$ cat src/rtl/multi_cycle_ctrl.sv
// multi_cycle_ctrl: multi-cycle CPU control FSM sequencing fetch/decode/exec/mem/writeback
module multi_cycle_ctrl #(
    parameter bit MEM_WAIT_EN = 1'b1
) (
    input  logic       clk,
    input  logic       rst_n,
    input  logic [5:0] opcode_i,
    input  logic [5:0] funct_i,
    input  logic       zero_i,
    input  logic       mem_ready_i,
    output logic       pc_write_o,
    output logic       ir_write_o,
    output logic       iord_o,
    output logic       mem_read_o,
    output logic       mem_write_o,
    output logic       reg_write_o,
    output logic       reg_dst_o,
    output logic       mem_to_reg_o,
    output logic       alu_src_a_o,
    output logic [1:0] alu_src_b_o,
    output logic [1:0] pc_source_o,
    output logic [1:0] alu_ctl_o,
    output logic       instr_done_o,
    output logic       illegal_op_o,
    output logic [3:0] state_o
);
    typedef enum logic [3:0] {
        FETCH    = 4'd0,
        DECODE   = 4'd1,
        MEM_ADDR = 4'd2,
        MEM_RD   = 4'd3,
        MEM_WB   = 4'd4,
        MEM_WR   = 4'd5,
        EXEC     = 4'd6,
        R_WB     = 4'd7,
        BRANCH   = 4'd8,
        JUMP     = 4'd9,
        ADDI_EX  = 4'd10,
        ADDI_WB  = 4'd11
    } state_t;
    state_t state_q, state_d;
    logic rdy, r_ok;
    logic [1:0] r_alu;
    assign rdy   = MEM_WAIT_EN ? mem_ready_i : 1'b1;
    assign r_ok  = funct_i inside {6'h20, 6'h22, 6'h24, 6'h27};
    assign r_alu = funct_i == 6'h22 ? 2'b01 : funct_i == 6'h24 ? 2'b10 :
                   funct_i == 6'h27 ? 2'b11 : 2'b00;
    assign state_o = state_q;
    always_ff @(posedge clk)
        state_q <= rst_n ? state_d : FETCH;
    // Held reset gates every output to 0, so an aborted instruction writes nothing.
    always_comb begin
        state_d      = state_q;
        pc_write_o   = 1'b0;
        ir_write_o   = 1'b0;
        iord_o       = 1'b0;
        mem_read_o   = 1'b0;
        mem_write_o  = 1'b0;
        reg_write_o  = 1'b0;
        reg_dst_o    = 1'b0;
        mem_to_reg_o = 1'b0;
        alu_src_a_o  = 1'b0;
        alu_src_b_o  = 2'b00;
        pc_source_o  = 2'b00;
        alu_ctl_o    = 2'b00;
        instr_done_o = 1'b0;
        illegal_op_o = 1'b0;
        if (rst_n) begin
            case (state_q)
                FETCH: begin
                    mem_read_o  = 1'b1;
                    alu_src_b_o = 2'b01;
                    ir_write_o  = rdy;
                    pc_write_o  = rdy;
                    state_d     = rdy ? DECODE : FETCH;
                end
                DECODE: begin
                    alu_src_b_o = 2'b11;
                    case (opcode_i)
                        6'h00:        state_d = EXEC;
                        6'h23, 6'h2B: state_d = MEM_ADDR;
                        6'h04:        state_d = BRANCH;
                        6'h02:        state_d = JUMP;
                        6'h08:        state_d = ADDI_EX;
                        default: begin
                            illegal_op_o = 1'b1;
                            state_d      = FETCH;
                        end
                    endcase
                end
                MEM_ADDR: begin
                    alu_src_a_o = 1'b1;
                    alu_src_b_o = 2'b10;
                    state_d     = opcode_i == 6'h2B ? MEM_WR : MEM_RD;
                end
                MEM_RD: begin
                    mem_read_o = 1'b1;
                    iord_o     = 1'b1;
                    state_d    = rdy ? MEM_WB : MEM_RD;
                end
                MEM_WB: begin
                    reg_write_o  = 1'b1;
                    mem_to_reg_o = 1'b1;
                    instr_done_o = 1'b1;
                    state_d      = FETCH;
                end
                MEM_WR: begin
                    mem_write_o  = 1'b1;
                    iord_o       = 1'b1;
                    instr_done_o = rdy;
                    state_d      = rdy ? FETCH : MEM_WR;
                end
                EXEC: begin
                    alu_src_a_o  = 1'b1;
                    alu_ctl_o    = r_alu;
                    illegal_op_o = !r_ok;
                    state_d      = r_ok ? R_WB : FETCH;
                end
                R_WB: begin
                    reg_write_o  = 1'b1;
                    reg_dst_o    = 1'b1;
                    alu_ctl_o    = r_alu;
                    instr_done_o = 1'b1;
                    state_d      = FETCH;
                end
                BRANCH: begin
                    alu_src_a_o  = 1'b1;
                    alu_ctl_o    = 2'b01;
                    pc_source_o  = 2'b01;
                    pc_write_o   = zero_i;
                    instr_done_o = 1'b1;
                    state_d      = FETCH;
                end
                JUMP: begin
                    pc_source_o  = 2'b10;
                    pc_write_o   = 1'b1;
                    instr_done_o = 1'b1;
                    state_d      = FETCH;
                end
                ADDI_EX: begin
                    alu_src_a_o = 1'b1;
                    alu_src_b_o = 2'b10;
                    state_d     = ADDI_WB;
                end
                ADDI_WB: begin
                    reg_write_o  = 1'b1;
                    instr_done_o = 1'b1;
                    state_d      = FETCH;
                end
                default: state_d = FETCH;
            endcase
        end
    end
endmodule
$ cat config.mk
export PLATFORM = sky130hd
export DESIGN_NAME = multi_cycle_ctrl
export DESIGN_NICKNAME = d
export VERILOG_FILES = /design/src/rtl/multi_cycle_ctrl.sv
export SDC_FILE = /design/constraint.sdc
export NUM_CORES = 1
export LEC_CHECK = 0
export ABC_AREA = 0
export ABC_CLOCK_PERIOD_IN_PS = 1900
export CORE_MARGIN = 5
export CORE_UTILIZATION = 39
export DETAILED_ROUTE_END_ITERATION = 10
export GPL_TIMING_DRIVEN = 0
export HOLD_SLACK_MARGIN = 0.12
export PLACE_DENSITY_LB_ADDON = 0.15
export SLEW_MARGIN = 20
export SYNTH_ARGS = -nofsm -noshare
export SYNTH_HDL_FRONTEND = slang
export SYNTH_SLANG_ARGS = --single-unit
$ cat constraint.sdc
create_clock -name clk -period 1.9 [get_ports clk]
set_clock_uncertainty 0.1 [all_clocks]
set_input_delay 0.285 -clock clk [delete_from_list [all_inputs] [get_ports clk]]
set_output_delay 0.285 -clock clk [all_outputs]
set_load 0.03 [all_outputs]
=== Word-level counts from Yosys, hierarchy flattened ===
Index checks and enable logic that the tools add are counted.

* Bits in registers: 4
* Input bits: 16
* Output and inout port bits: 21

* Eq/ne operators: 20
* Muxes and demuxes: 39
* Reductions and logical operators: 13

{| class="wikitable"
|+ Operators by type and width
! operator !! number
|-
| equality test 6 bit (second input constant) || 6
|-
| case mux 4 bit (7 select lines) || 1
|-
| two-way mux 1 bit || 21
|-
| case mux 4 bit (5 select lines) || 1
|-
| equality test 4 x 3 -> 1 bit (second input constant) || 4
|-
| equality test 4 bit (second input constant) || 4
|-
| two-way mux 2 bit || 6
|-
| two-way mux 3 bit || 4
|-
| OR reduction 2 bit || 5
|-
| equality test 4 x 2 -> 1 bit (second input constant) || 2
|-
| case mux 2 bit (2 select lines) || 2
|-
| equality test 6 x 2 -> 1 bit (second input constant) || 1
|-
| equality test 6 x 3 -> 1 bit (second input constant) || 1
|-
| equality test 6 x 4 -> 1 bit (second input constant) || 1
|-
| zero test 6 bit || 1
|-
| case mux 2 bit (3 select lines) || 1
|-
| OR reduction 6 bit || 1
|-
| OR reduction 5 bit || 1
|-
| equality test 4 x 1 -> 1 bit (second input constant) || 1
|-
| zero test 4 bit || 1
|-
| case mux 1 bit (2 select lines) || 2
|-
| nonzero test 4 bit || 1
|-
| OR reduction 4 bit || 1
|-
| case mux 1 bit (3 select lines) || 1
|-
| 2 further kinds || 2
|}

=== Logic depth before layout (Yosys ltp) ===
* Depth after elaboration: 6
* Depth in mapped cells: 5
* Mapped depth without buffers: 4

=== Worst setup path before layout ===
OpenSTA, ideal clock, no wires.

* Path kind: register -> output
* From: register state_q[3], in the netlist state_o[3]
* To: output alu_src_a_o
* Arrival time: 2440 ps
* Required time: 1515 ps
* Path slack: -925 ps
* Stages on the path, launching flop included: 5
* Buffers on the path: 2
* Cell sequence: dfxtp_1 -> buf_4 -> buf_4 -> nor2_1 -> a2111oi_0

* Cells in the longest elaborated chain, start to end: 4
* Elaborated cells between the ends (all ways): 7

{| class="wikitable"
|+ RTL lines
! item !! RTL line !! RTL
|-
| start, declared || 41 || <nowiki>state_t state_q, state_d;</nowiki>
|-
| start signal, assigned || 50 || <nowiki>state_q <= rst_n ? state_d : FETCH;</nowiki>
|-
| equality test 4 bit, or another cell as far along || 69 || <nowiki>case (state_q)</nowiki>
|-
| OR reduction 4 bit (no line) (*) || - ||
|-
| two-way mux 1 bit (*) || 69 ||
|-
| two-way mux 1 bit (*) || 68 || <nowiki>if (rst_n) begin</nowiki>
|-
| end, declared || 19 || <nowiki>output logic alu_src_a_o,</nowiki>
|}

Every way passes the cells marked *; elsewhere a longest branch is shown, timed or not.

=== Worst setup path after layout ===
* From: register state_q[0], in the netlist state_o[0]
* To: output pc_write_o

* Cells in the longest elaborated chain, start to end: 3
* Elaborated cells between the ends (all ways): 5

{| class="wikitable"
|+ RTL lines
! item !! RTL line !! RTL
|-
| equality test 4 bit or zero test 4 bit (tied branches) || 69 ||
|-
| case mux 1 bit (3 select lines) (*) || 69 ||
|-
| two-way mux 1 bit (*) || 68 ||
|-
| end, declared || 11 || <nowiki>output logic pc_write_o,</nowiki>
|}

Marks and branches as above.

==> flow_summary.ini <==
[outcome]
status = finished clean

[worst_setup_path]
crit_family = simple AND/OR/NAND/NOR gates
cp_slowest_stage_delay_ns = 0.37
cp_max_fo = 6
critPathSlowestCell = or3_4
reg2reg_depth = 6
cp-end-kind = primary output
cp.arrival_ns = 1.50
cp.required_ns = 1.51
start_kind = flip-flop
path_cells = buf_8, or3_4, a211oi_4, buf_6
crit_cells = 4
criticalPathCategory = flip-flop to primary output
path_buf_inv = 2

[global_route]
grt_start_max_net_pins = 11
antenna_found_initial = 0
grt_pass1_wl_um = 3880
grt_overflow = 0
grtUsageTotal_pct = 18.1
first_global_vias = 898

[synthesis]
synth.distinct_cells = 41
syn_area_per_cell_um2 = 6.60
synth_edf_count = 0
synth-async-reset-ratio_pct = 0
yosys_warnings = 0
synth_fp_nets = 122
synth_compound_area_share_pct = 26.3
synth_top_family_by_area = simple AND/OR/NAND/NOR gates
synth_xor_area_share_pct = 6.26
ys_seq_area_share_pct = 11.4
netlist_top_cells_area = dfxtp_1, nor2_1, a21oi_1, nand2_1, nor3_1
synthCells = 106
yosys.area_share.simple_pct = 44.7
synth_area_um2 = 699
synth_top_cells_by_count = nor2_1, nand2_1, a21oi_1, nor3_1
yosys.area.top_type_share_pct = 11.4
yosysTopAreaCell = dfxtp_1
synth_flop_cell = dfxtp_1
synthMuxAreaShare_pct = 2.86
ys_seq_elements = 4
yosys.cell_count.top_type = nor2_1
synthAdderAreaFrac_pct = 0

[die]
initial_core_util_pct = 41.0
io_pins = 37
die_x_um = 52.4
dieArea_um2 = 2740
rows = 15
core_area_um2 = 1710
die_h_um = 52.4

[sta]
grt_setup_unrepaired = true
hold_violations = 0
finalSetupViolCount = 0
finalSetupTns_ns = 0
relSlewSlack_pct = 78.0
max_freq_ghz = 0.532
fin_crit_ns = 1.88
fin_crit_sh_pct = 99.0
tightest_slew_ns = 0.327
final_max_slew_viol_count = 0

[clock_tree]
path_clk_slew_ns = 0.05
tritoncts = done
clk_latency_ns = 0.25
cts_inserted_buffers = 3
htree_levels = 1
clock_sinks = 4
root_buffer = clkbuf_4
holdBufCountCts = 0
clockBufferDepth = 2

[pwr]
power.density_nw_per_um2 = 295
ir_worst_vdd_uv = 404
p_total_uw = 366
leakage_nw = 0.563

[layout]
area_delta_synth_final_pct = 77.1
nNetsFinal = 168
design_area_um2 = 1240
antenna_cells = 0
stdcell_count = 175
layout-drive-gt1-share_pct = 34.7
largest_reg_flops = 4
nFillCells = 144

[routing]
vias = 999
finalWirelength_um = 2560
drcViolationCount = 0
antenna_left = 0
firstDrtPassIters = 4
vias_per_cell = 5.71
avgRoutedWirePerCell_um = 14.6
drt_iter0_drc = 12

[place]
hpwl_um = 1850
dp.cells = 167
place.gp.congestion = 0.853
portBuffers = 36
place_area_um2 = 1160

[run]
maxCapViolCount = 0

[worst_hold_path]
hold_path_depth = 3
hold_class = primary input to flip-flop
-- placed cells by master (no fill, tap or decap), types with 3 or more instances in the layout --
| cell | count |
|---|---|
| clkdlybuf4s50_1 | 6 |
| nand2_1 | 8 |
| buf_6 | 5 |
| nand4_1 | 3 |
| nor2_1 | 10 |
| buf_2 | 8 |
| nor2b_1 | 4 |
| dlygate4sd2_1 | 5 |
| nand2b_1 | 4 |
| buf_4 | 12 |
| dlymetal6s2s_1 | 8 |
| clkbuf_4 | 4 |
| a21oi_1 | 6 |
| nor3_1 | 4 |
| xnor2_1 | 3 |
| o21ai_1 | 6 |
| and3_1 | 3 |
-- where the power goes --
group	total, mW	switching, mW	internal [mW]
combinational	0.162	0.0889	0.0730
clock	0.115	0.0433	0.0712
sequential	0.0891	0.00334	0.0858
-- cell type report --
class,instances,area [µm²],area share (%)
well taps,25,31.3,2.53
plain buffers,7,78.8,6.36
repair buffers,41,353,28.5
flip-flops and latches,4,85.1,6.87
inverters,3,11.3,0.909
multi-input cells,92,657,53.0
clock buffers,3,22.5,1.82
-- worst paths after layout --
kind                   start          to  slack, ns
setup reg to reg  state_o[3]  state_o[0]       0.46
setup / recovery  state_o[0]  pc_write_o       0.02
hold reg to reg   state_o[3]  state_o[2]       0.61
hold / removal         rst_n  state_o[1]       0.42
-- tightest hold or removal path: stages --
cell and delay (ns):
dlymetal6s2s_1 0.15, buf_8 0.15, a31o_1 0.14
-- layer usage --
metal / routed length [µm] / track usage, % / share of wire [%] / up-vias
met5: 0 / 0 / 0 / -
met4: 26 / 6.38 / 1.0 / 0
met3: 225 / 5.13 / 8.8 / 5
met2: 1310 / 33.3 / 51 / 45
met1: 1000 / 19.3 / 39 / 471
li1: - / - / - / 478
-- metrics by stage --
stage          hold slack, ns  worst slack [ns]  utilization, %
2_1_floorplan           0.484            -0.139               -
3_3_place_gp            0.637            -0.822            67.8
3_5_place_dp            0.645            -0.833            67.8
4_1_cts                 0.610            -0.100            67.2
5_1_grt                 0.479           -0.0197            72.5
6_report                0.417            0.0190            72.5
-- logic make-up after synthesis --
kind of cell | Yosys count
flops | 4
mux | 2
compound gates | 28
xor+xnor | 5
buf+inv | 10
simple gates | 57
-- what timing repair did --
action / 4_1_cts / 5_1_grt
buffers inserted: 1 / 4
setup endpoints to repair: 17 / 13
resized for setup: 112 / 27
pin swaps: 1 / 10
Note: power is estimated with default switching activity, not from simulation.
